<file path="config.mk">
export PLATFORM = sky130hd
export DESIGN_NAME = mole_sequencer
export DESIGN_NICKNAME = d
export VERILOG_FILES = /design/src/rtl/whack_pkg.sv /design/src/rtl/tick_gen.sv /design/src/rtl/mole_sequencer.sv
export SDC_FILE = /design/constraint.sdc
export NUM_CORES = 1
export LEC_CHECK = 0
export ABC_AREA = 1
export BUFFER_PORTS_ARGS = -buffer_cell sky130_fd_sc_hd__buf_2
export CAP_MARGIN = 20
export CORE_MARGIN = 3
export CORE_UTILIZATION = 42
export CTS_CLUSTER_SIZE = 30
export DETAILED_ROUTE_END_ITERATION = 7
export PLACE_DENSITY = 0.69
export SYNTH_ARGS = -nofsm -noshare
export SYNTH_HDL_FRONTEND = slang
export SYNTH_HIERARCHICAL = 1
export SYNTH_SLANG_ARGS = --single-unit
</file>
<file path="constraint.sdc">
create_clock -name clk -period 6.8 [get_ports clk]
set_input_delay 1.02 -clock clk [delete_from_list [all_inputs] [get_ports clk]]
set_output_delay 1.02 -clock clk [all_outputs]
set_load 0.02 [all_outputs]
</file>
<file path="src/rtl/whack_pkg.sv">
// Shared types and constants for the whack-a-mole timing slice.
// Sequencer state encoding, mole geometry and the LFSR tap mask.
package whack_pkg;

   typedef enum logic [2:0] {
      IDLE = 3'd0,
      GAP  = 3'd1,
      UP   = 3'd2,
      OVER = 3'd3
   } seq_state_t;

   localparam int NUM_MOLES = 4;
   localparam int MOLE_W    = 2;

   // Fibonacci taps 8,6,5,4 -> bits 7,5,4,3
   localparam logic [7:0] LFSR_TAPS = 8'hB8;

   function automatic logic [7:0] lfsr_next(input logic [7:0] s);
      return {s[6:0], ^(s & LFSR_TAPS)};
   endfunction

endpackage

</file>
<file path="src/rtl/tick_gen.sv">
// Game tick generator: one-cycle tick every TICK_DIV enabled clocks.
// Ports: clk, reset (async, high), clear (restart count),
//        enable (count this cycle), tick (count reached TICK_DIV-1).
module tick_gen #(
   parameter int TICK_DIV = 5000000
) (
   input  logic clk,
   input  logic reset,
   input  logic clear,
   input  logic enable,
   output logic tick
);

   localparam int CW = (TICK_DIV > 1) ? $clog2(TICK_DIV) : 1;
   localparam logic [CW-1:0] LAST = CW'(TICK_DIV - 1);

   logic [CW-1:0] r_cnt;

   assign tick = enable && (r_cnt == LAST);

   always_ff @(posedge clk or posedge reset) begin
      if (reset) begin
         r_cnt <= '0;
      end else if (clear) begin
         r_cnt <= '0;
      end else if (enable) begin
         r_cnt <= tick ? '0 : r_cnt + CW'(1);
      end
   end

endmodule

</file>
<file path="src/rtl/mole_sequencer.sv">
// Whack-a-mole sequencer: picks moles, times up/gap windows,
// judges whacks, keeps score and misses, flags game over.
// Ports: clk, reset (async, high), start, whack_valid, whack_idx in;
//        mole_valid, mole_idx, hit_pulse, miss_pulse, score,
//        misses, game_over, seq_state out (all registered).
module mole_sequencer
   import whack_pkg::*;
#(
   parameter int         TICK_DIV   = 5000000,
   parameter int         UP_TICKS   = 10,
   parameter int         GAP_TICKS  = 5,
   parameter int         MAX_MISSES = 3,
   parameter logic [7:0] LFSR_SEED  = 8'hA5
) (
   input  logic              clk,
   input  logic              reset,
   input  logic              start,
   input  logic              whack_valid,
   input  logic [MOLE_W-1:0] whack_idx,
   output logic              mole_valid,
   output logic [MOLE_W-1:0] mole_idx,
   output logic              hit_pulse,
   output logic              miss_pulse,
   output logic [7:0]        score,
   output logic [3:0]        misses,
   output logic              game_over,
   output logic [2:0]        seq_state
);

   localparam int MAXT = (UP_TICKS > GAP_TICKS) ? UP_TICKS : GAP_TICKS;
   localparam int CDW  = $clog2(MAXT + 1);

   seq_state_t        r_state;
   logic [7:0]        r_lfsr;
   logic [CDW-1:0]    r_countdown;

   logic              w_tick;
   logic              w_tick_en;
   logic              w_last_tick;
   logic              w_hit;
   logic              w_start;
   logic              w_clear;
   logic [MOLE_W-1:0] w_pick;
   logic [3:0]        w_miss_next;

   assign w_tick_en   = (r_state == GAP) || (r_state == UP);
   assign w_last_tick = w_tick && (r_countdown == CDW'(1));
   assign w_hit       = (r_state == UP) && whack_valid
                        && (whack_idx == mole_idx);
   assign w_start     = start && ((r_state == IDLE) || (r_state == OVER));
   // any entry into GAP or UP restarts the tick phase
   assign w_clear     = w_start || w_hit || (w_tick_en && w_last_tick);
   // never show the same hole twice in a row
   assign w_pick      = (r_lfsr[1:0] == mole_idx) ? r_lfsr[1:0] + 2'd1
                                                  : r_lfsr[1:0];
   assign w_miss_next = misses + 4'd1;
   assign seq_state   = r_state;

   tick_gen #(
      .TICK_DIV(TICK_DIV)
   ) u_tick (
      .clk   (clk),
      .reset (reset),
      .clear (w_clear),
      .enable(w_tick_en),
      .tick  (w_tick)
   );

   always_ff @(posedge clk or posedge reset) begin
      if (reset) begin
         r_lfsr <= LFSR_SEED;
      end else begin
         r_lfsr <= lfsr_next(r_lfsr);
      end
   end

   always_ff @(posedge clk or posedge reset) begin
      if (reset) begin
         r_state     <= IDLE;
         r_countdown <= '0;
         mole_valid  <= 1'b0;
         mole_idx    <= '0;
         hit_pulse   <= 1'b0;
         miss_pulse  <= 1'b0;
         score       <= '0;
         misses      <= '0;
         game_over   <= 1'b0;
      end else begin
         hit_pulse  <= 1'b0;
         miss_pulse <= 1'b0;
         unique case (r_state)
            IDLE, OVER: begin
               if (start) begin
                  r_state     <= GAP;
                  r_countdown <= CDW'(GAP_TICKS);
                  score       <= '0;
                  misses      <= '0;
                  game_over   <= 1'b0;
               end
            end
            GAP: begin
               if (w_last_tick) begin
                  r_state     <= UP;
                  r_countdown <= CDW'(UP_TICKS);
                  mole_valid  <= 1'b1;
                  mole_idx    <= w_pick;
               end else if (w_tick) begin
                  r_countdown <= r_countdown - CDW'(1);
               end
            end
            UP: begin
               // a hit wins over a simultaneous timeout
               if (w_hit) begin
                  hit_pulse   <= 1'b1;
                  mole_valid  <= 1'b0;
                  r_state     <= GAP;
                  r_countdown <= CDW'(GAP_TICKS);
                  if (score != 8'hFF) begin
                     score <= score + 8'd1;
                  end
               end else if (w_last_tick) begin
                  miss_pulse <= 1'b1;
                  mole_valid <= 1'b0;
                  misses     <= w_miss_next;
                  if (w_miss_next == 4'(MAX_MISSES)) begin
                     r_state   <= OVER;
                     game_over <= 1'b1;
                  end else begin
                     r_state     <= GAP;
                     r_countdown <= CDW'(GAP_TICKS);
                  end
               end else if (w_tick) begin
                  r_countdown <= r_countdown - CDW'(1);
               end
            end
            default: begin
               r_state <= IDLE;
            end
         endcase
      end
   end

endmodule

</file>
==> flow_summary.toml <==
[synth]
synth_top_family_by_area = "simple AND/OR/NAND/NOR gates"
synth_area_um2 = 3330
synth_cells = 449
syn-num-nets = 464
yosys_warnings = 6
synthXorXnorAreaFrac_pct = 3.94
synth_mux_area_share_pct = 0
synth_compound_area_share_pct = 6.31
yosys.area_share.simple_pct = 37.5
synth.avg_cell_area_um2 = 7.42
ys_types = 34
synth_seq_cells = 55
yosysSeqAreaShare_pct = 41.4
synth-adder-area-share_pct = 3.38

[sta]
max_clock_freq_mhz = 272
skew_ns = 0.0141
fin_setup_tns_ns = 0
slew_violations = 0
setup_viol = 0
relSlewSlack_pct = 40.8
hold_slack_ns = 0.382
hold_violations = 0
period_needed_ns = 3.67
period_share_pct = 54.0
rsz0062_at_grt = "false"
worst_slew_pin_slew_ns = 0.879
fin_ws_ns = 3.13

[worst_setup_path]
crit_path_frequent_cell = "nand2_1"
cp-startpoint = "seq_state[0]$_DFFE_PP0P_"
path_cells = "inv_1, ha_1, inv_2, nand4_1, inv_1, nand2_1, nor2_1, nand2_1, inv_1, nand2_2, inv_1, nor2_1, o21ai_0, nor2_8, inv_6, nand2_1, inv_2, nand2_1, nor2_2, nand2_1, o21ai_0, nor2_1"
regToRegSetupSlack_ns = 3.13
cp-end-kind = "flop"
crit_type = "reg2reg"
r2r-end = "u_tick/r_cnt[9]$_DFFE_PP0P_"
required_ns = 7.00
start_kind = "flop"
rr_worst_depth = 22
crit_slowest_cell = "o21ai_0"
rr_startpoint = "seq_state[0]$_DFFE_PP0P_"
crit_end = "u_tick/r_cnt[9]$_DFFE_PP0P_"
cp_slowest_stage_delay_ns = 0.68
cp.arrival_ns = 3.88
critical_path.max_fanout = 10

[cts]
cts_buffers = 5
cts_tree = "built"
cts_hold_buf = 0
postCtsResizedCells = 0
clock-root-buffer = "clkbuf_8"
htreeDepth = 2
clock-sinks = 55
post_cts_buffers = 0
clk_path_buf_depth = 2
clk_pin_slew_ns = 0.11
insertion_delay_ns = 0.32

[route]
drc = 0
vias = 2826
drtIter0Drc = 131
via_per_inst = 4.88
finalWirelength_um = 7090
drt_first_pass_iters = 5
detail-route-antenna-nets = 0
wl_per_cell_um = 12.3

[grt]
grt_pass1_wl_um = 12500
antenna_found_initial = 0
overflow = 0
globalRouteTotalUtil_pct = 17.2
grt_pass1_vias = 2759
grt_max_degree = 33

[cells_and_area]
drive_above_1_share_pct = 16.5
nets = 494
final_cells = 579
num_antenna_cells = 0
final_util_pct = 48.9
n_fill_cell = 742
fin_area_um2 = 3660
area_growth_pct = 9.83

[placed_design]
dpl_cell_area_um2 = 3570
place_ws_ns = 3.20
port_buffers = 25
dp.cells = 571
gp_congestion = 0.910
place_hpwl_um = 5260

[worst_hold_path]
worstHoldPathCells = 0
hp-class = "reg2reg"

[power]
power.leakage_nw = 1.78
ir_worst_vdd_v = 0.000267
total_power_mw = 1.08
power.density_nw_per_um2 = 295

[die]
die_w_um = 95.1
start_util_pct = 44.5
row_count = 31
dieArea_um2 = 9040
fp.coreArea_um2 = 7490
io_pins = 27
die_h_um = 95.1

[run_status]
status = "finished, final reports clean"

[run]
cap_violations = 0
==> where the power goes <==
part	switching, mW	internal, mW
clock network	0.119	0.0755
registers	0.0336	0.360
logic	0.357	0.136
total	0.509	0.572
==> sequential cells by signal, summed over array words and instances, names as in the netlist <==
name	flops
mole_idx	2
r_countdown	4
game_over	1
miss_pulse	1
hit_pulse	1
u_tick/r_cnt	23
r_lfsr	8
score	8
mole_valid	1
misses	4
seq_state	2
==> cell usage after synthesis <==
cell type  instances  area, um^2
nand2_4            1        11.3
nand3_1           31         155
buf_6              1        11.3
o21ai_2            3        26.3
inv_6              1        8.76
nand2_2            8        50.1
or2_2              2        12.5
dfstp_2            4         105
inv_4              1        6.26
inv_2              5        18.8
clkbuf_1           1        3.75
o21ai_1            3        15.0
nor3_4             1        16.3
nand4_1            8        50.1
o21ai_0           25         125
nor2_8             3        60.1
and2_1             1        6.26
o21bai_1           2        15.0
nand3b_1           1        7.51
inv_1             50         188
nand2_1          126         473
nand3_2            3        30.0
ha_1               9         113
nor3_1             8        40.0
conb_1             1        3.75
nor2_2             9        56.3
a21oi_1            4        20.0
xnor2_1            8        70.1
dfrtp_1           51        1280
xor2_1             7        61.3
nor2_4             3        33.8
nor2_1            66         248
a21oi_2            1        8.76
buf_4              1        7.51
==> per-layer routing <==
metal	wire length (um)	global-route usage, %	vias to the layer above
li1	-	-	1466
met1	3360	23.8	1275
met2	3260	27.8	78
met3	387	3.16	7
met4	83	4.57	0
met5	0	0	-
==> layout make-up <==
cell class,instances,area [um^2],area share (%)
Multi-Input combinational cell,334,1710,46.7
Clock buffer,5,68.8,1.88
Inverter,57,221,6.05
Sequential cell,55,1380,37.7
Timing Repair Buffer,26,133,3.62
Tap cell,99,124,3.38
Clock inverter,3,25.0,0.684
==> worst max-delay path, delay by kind of cell, from the launching register on <==
kind / cells / cell delay [ns]
simple gates: 12 / 1.27
buf+inv: 7 / 0.77
compound gates: 2 / 0.75
flops: 1 / 0.42
fa+ha+maj: 1 / 0.34
==> cell usage in the layout (no fill, tap or decap), types with 2 or more instances in the layout <==
cell type | Yosys | final
o21ai_0 | 25 | 25
a21oi_1 | 4 | 4
o21ai_2 | 3 | 3
o21bai_1 | 2 | 2
inv_2 | 5 | 5
nor2_8 | 3 | 3
nor2_4 | 3 | 3
xor2_1 | 7 | 7
inv_1 | 50 | 50
nand3_1 | 31 | 31
dfrtp_1 | 51 | 51
clkbuf_8 | 0 | 5
dfstp_2 | 4 | 4
nand4_1 | 8 | 8
buf_2 | 0 | 25
nor3_1 | 8 | 8
nor2_1 | 66 | 66
inv_6 | 1 | 3
or2_2 | 2 | 2
nor2_2 | 9 | 9
ha_1 | 9 | 9
nand3_2 | 3 | 3
nand2_1 | 126 | 126
o21ai_1 | 3 | 3
nand2_2 | 8 | 8
xnor2_1 | 8 | 8
==> worst min-delay path by stage <==
stage	to	from	slack [ns]
after floorplan	r_lfsr[7]$_DFF_PP1_	r_lfsr[6]$_DFF_PP0_	0.33
after global placement	r_lfsr[7]$_DFF_PP1_	r_lfsr[6]$_DFF_PP0_	0.34
after detailed placement	r_lfsr[7]$_DFF_PP1_	r_lfsr[6]$_DFF_PP0_	0.34
after CTS	r_lfsr[7]$_DFF_PP1_	r_lfsr[6]$_DFF_PP0_	0.38
after global routing	r_lfsr[7]$_DFF_PP1_	r_lfsr[6]$_DFF_PP0_	0.38
final	r_lfsr[7]$_DFF_PP1_	r_lfsr[6]$_DFF_PP0_	0.38
==> logic make-up after synthesis <==
kind of cell | Yosys count
other | 1
xor gates and xnor gates | 15
buffers and inverters | 60
adders and majority gates | 9
AOI/OAI and AO/OA | 38
DFF | 55
and+or+nand+nor | 271
Note: power is estimated with default switching activity, not from simulation.
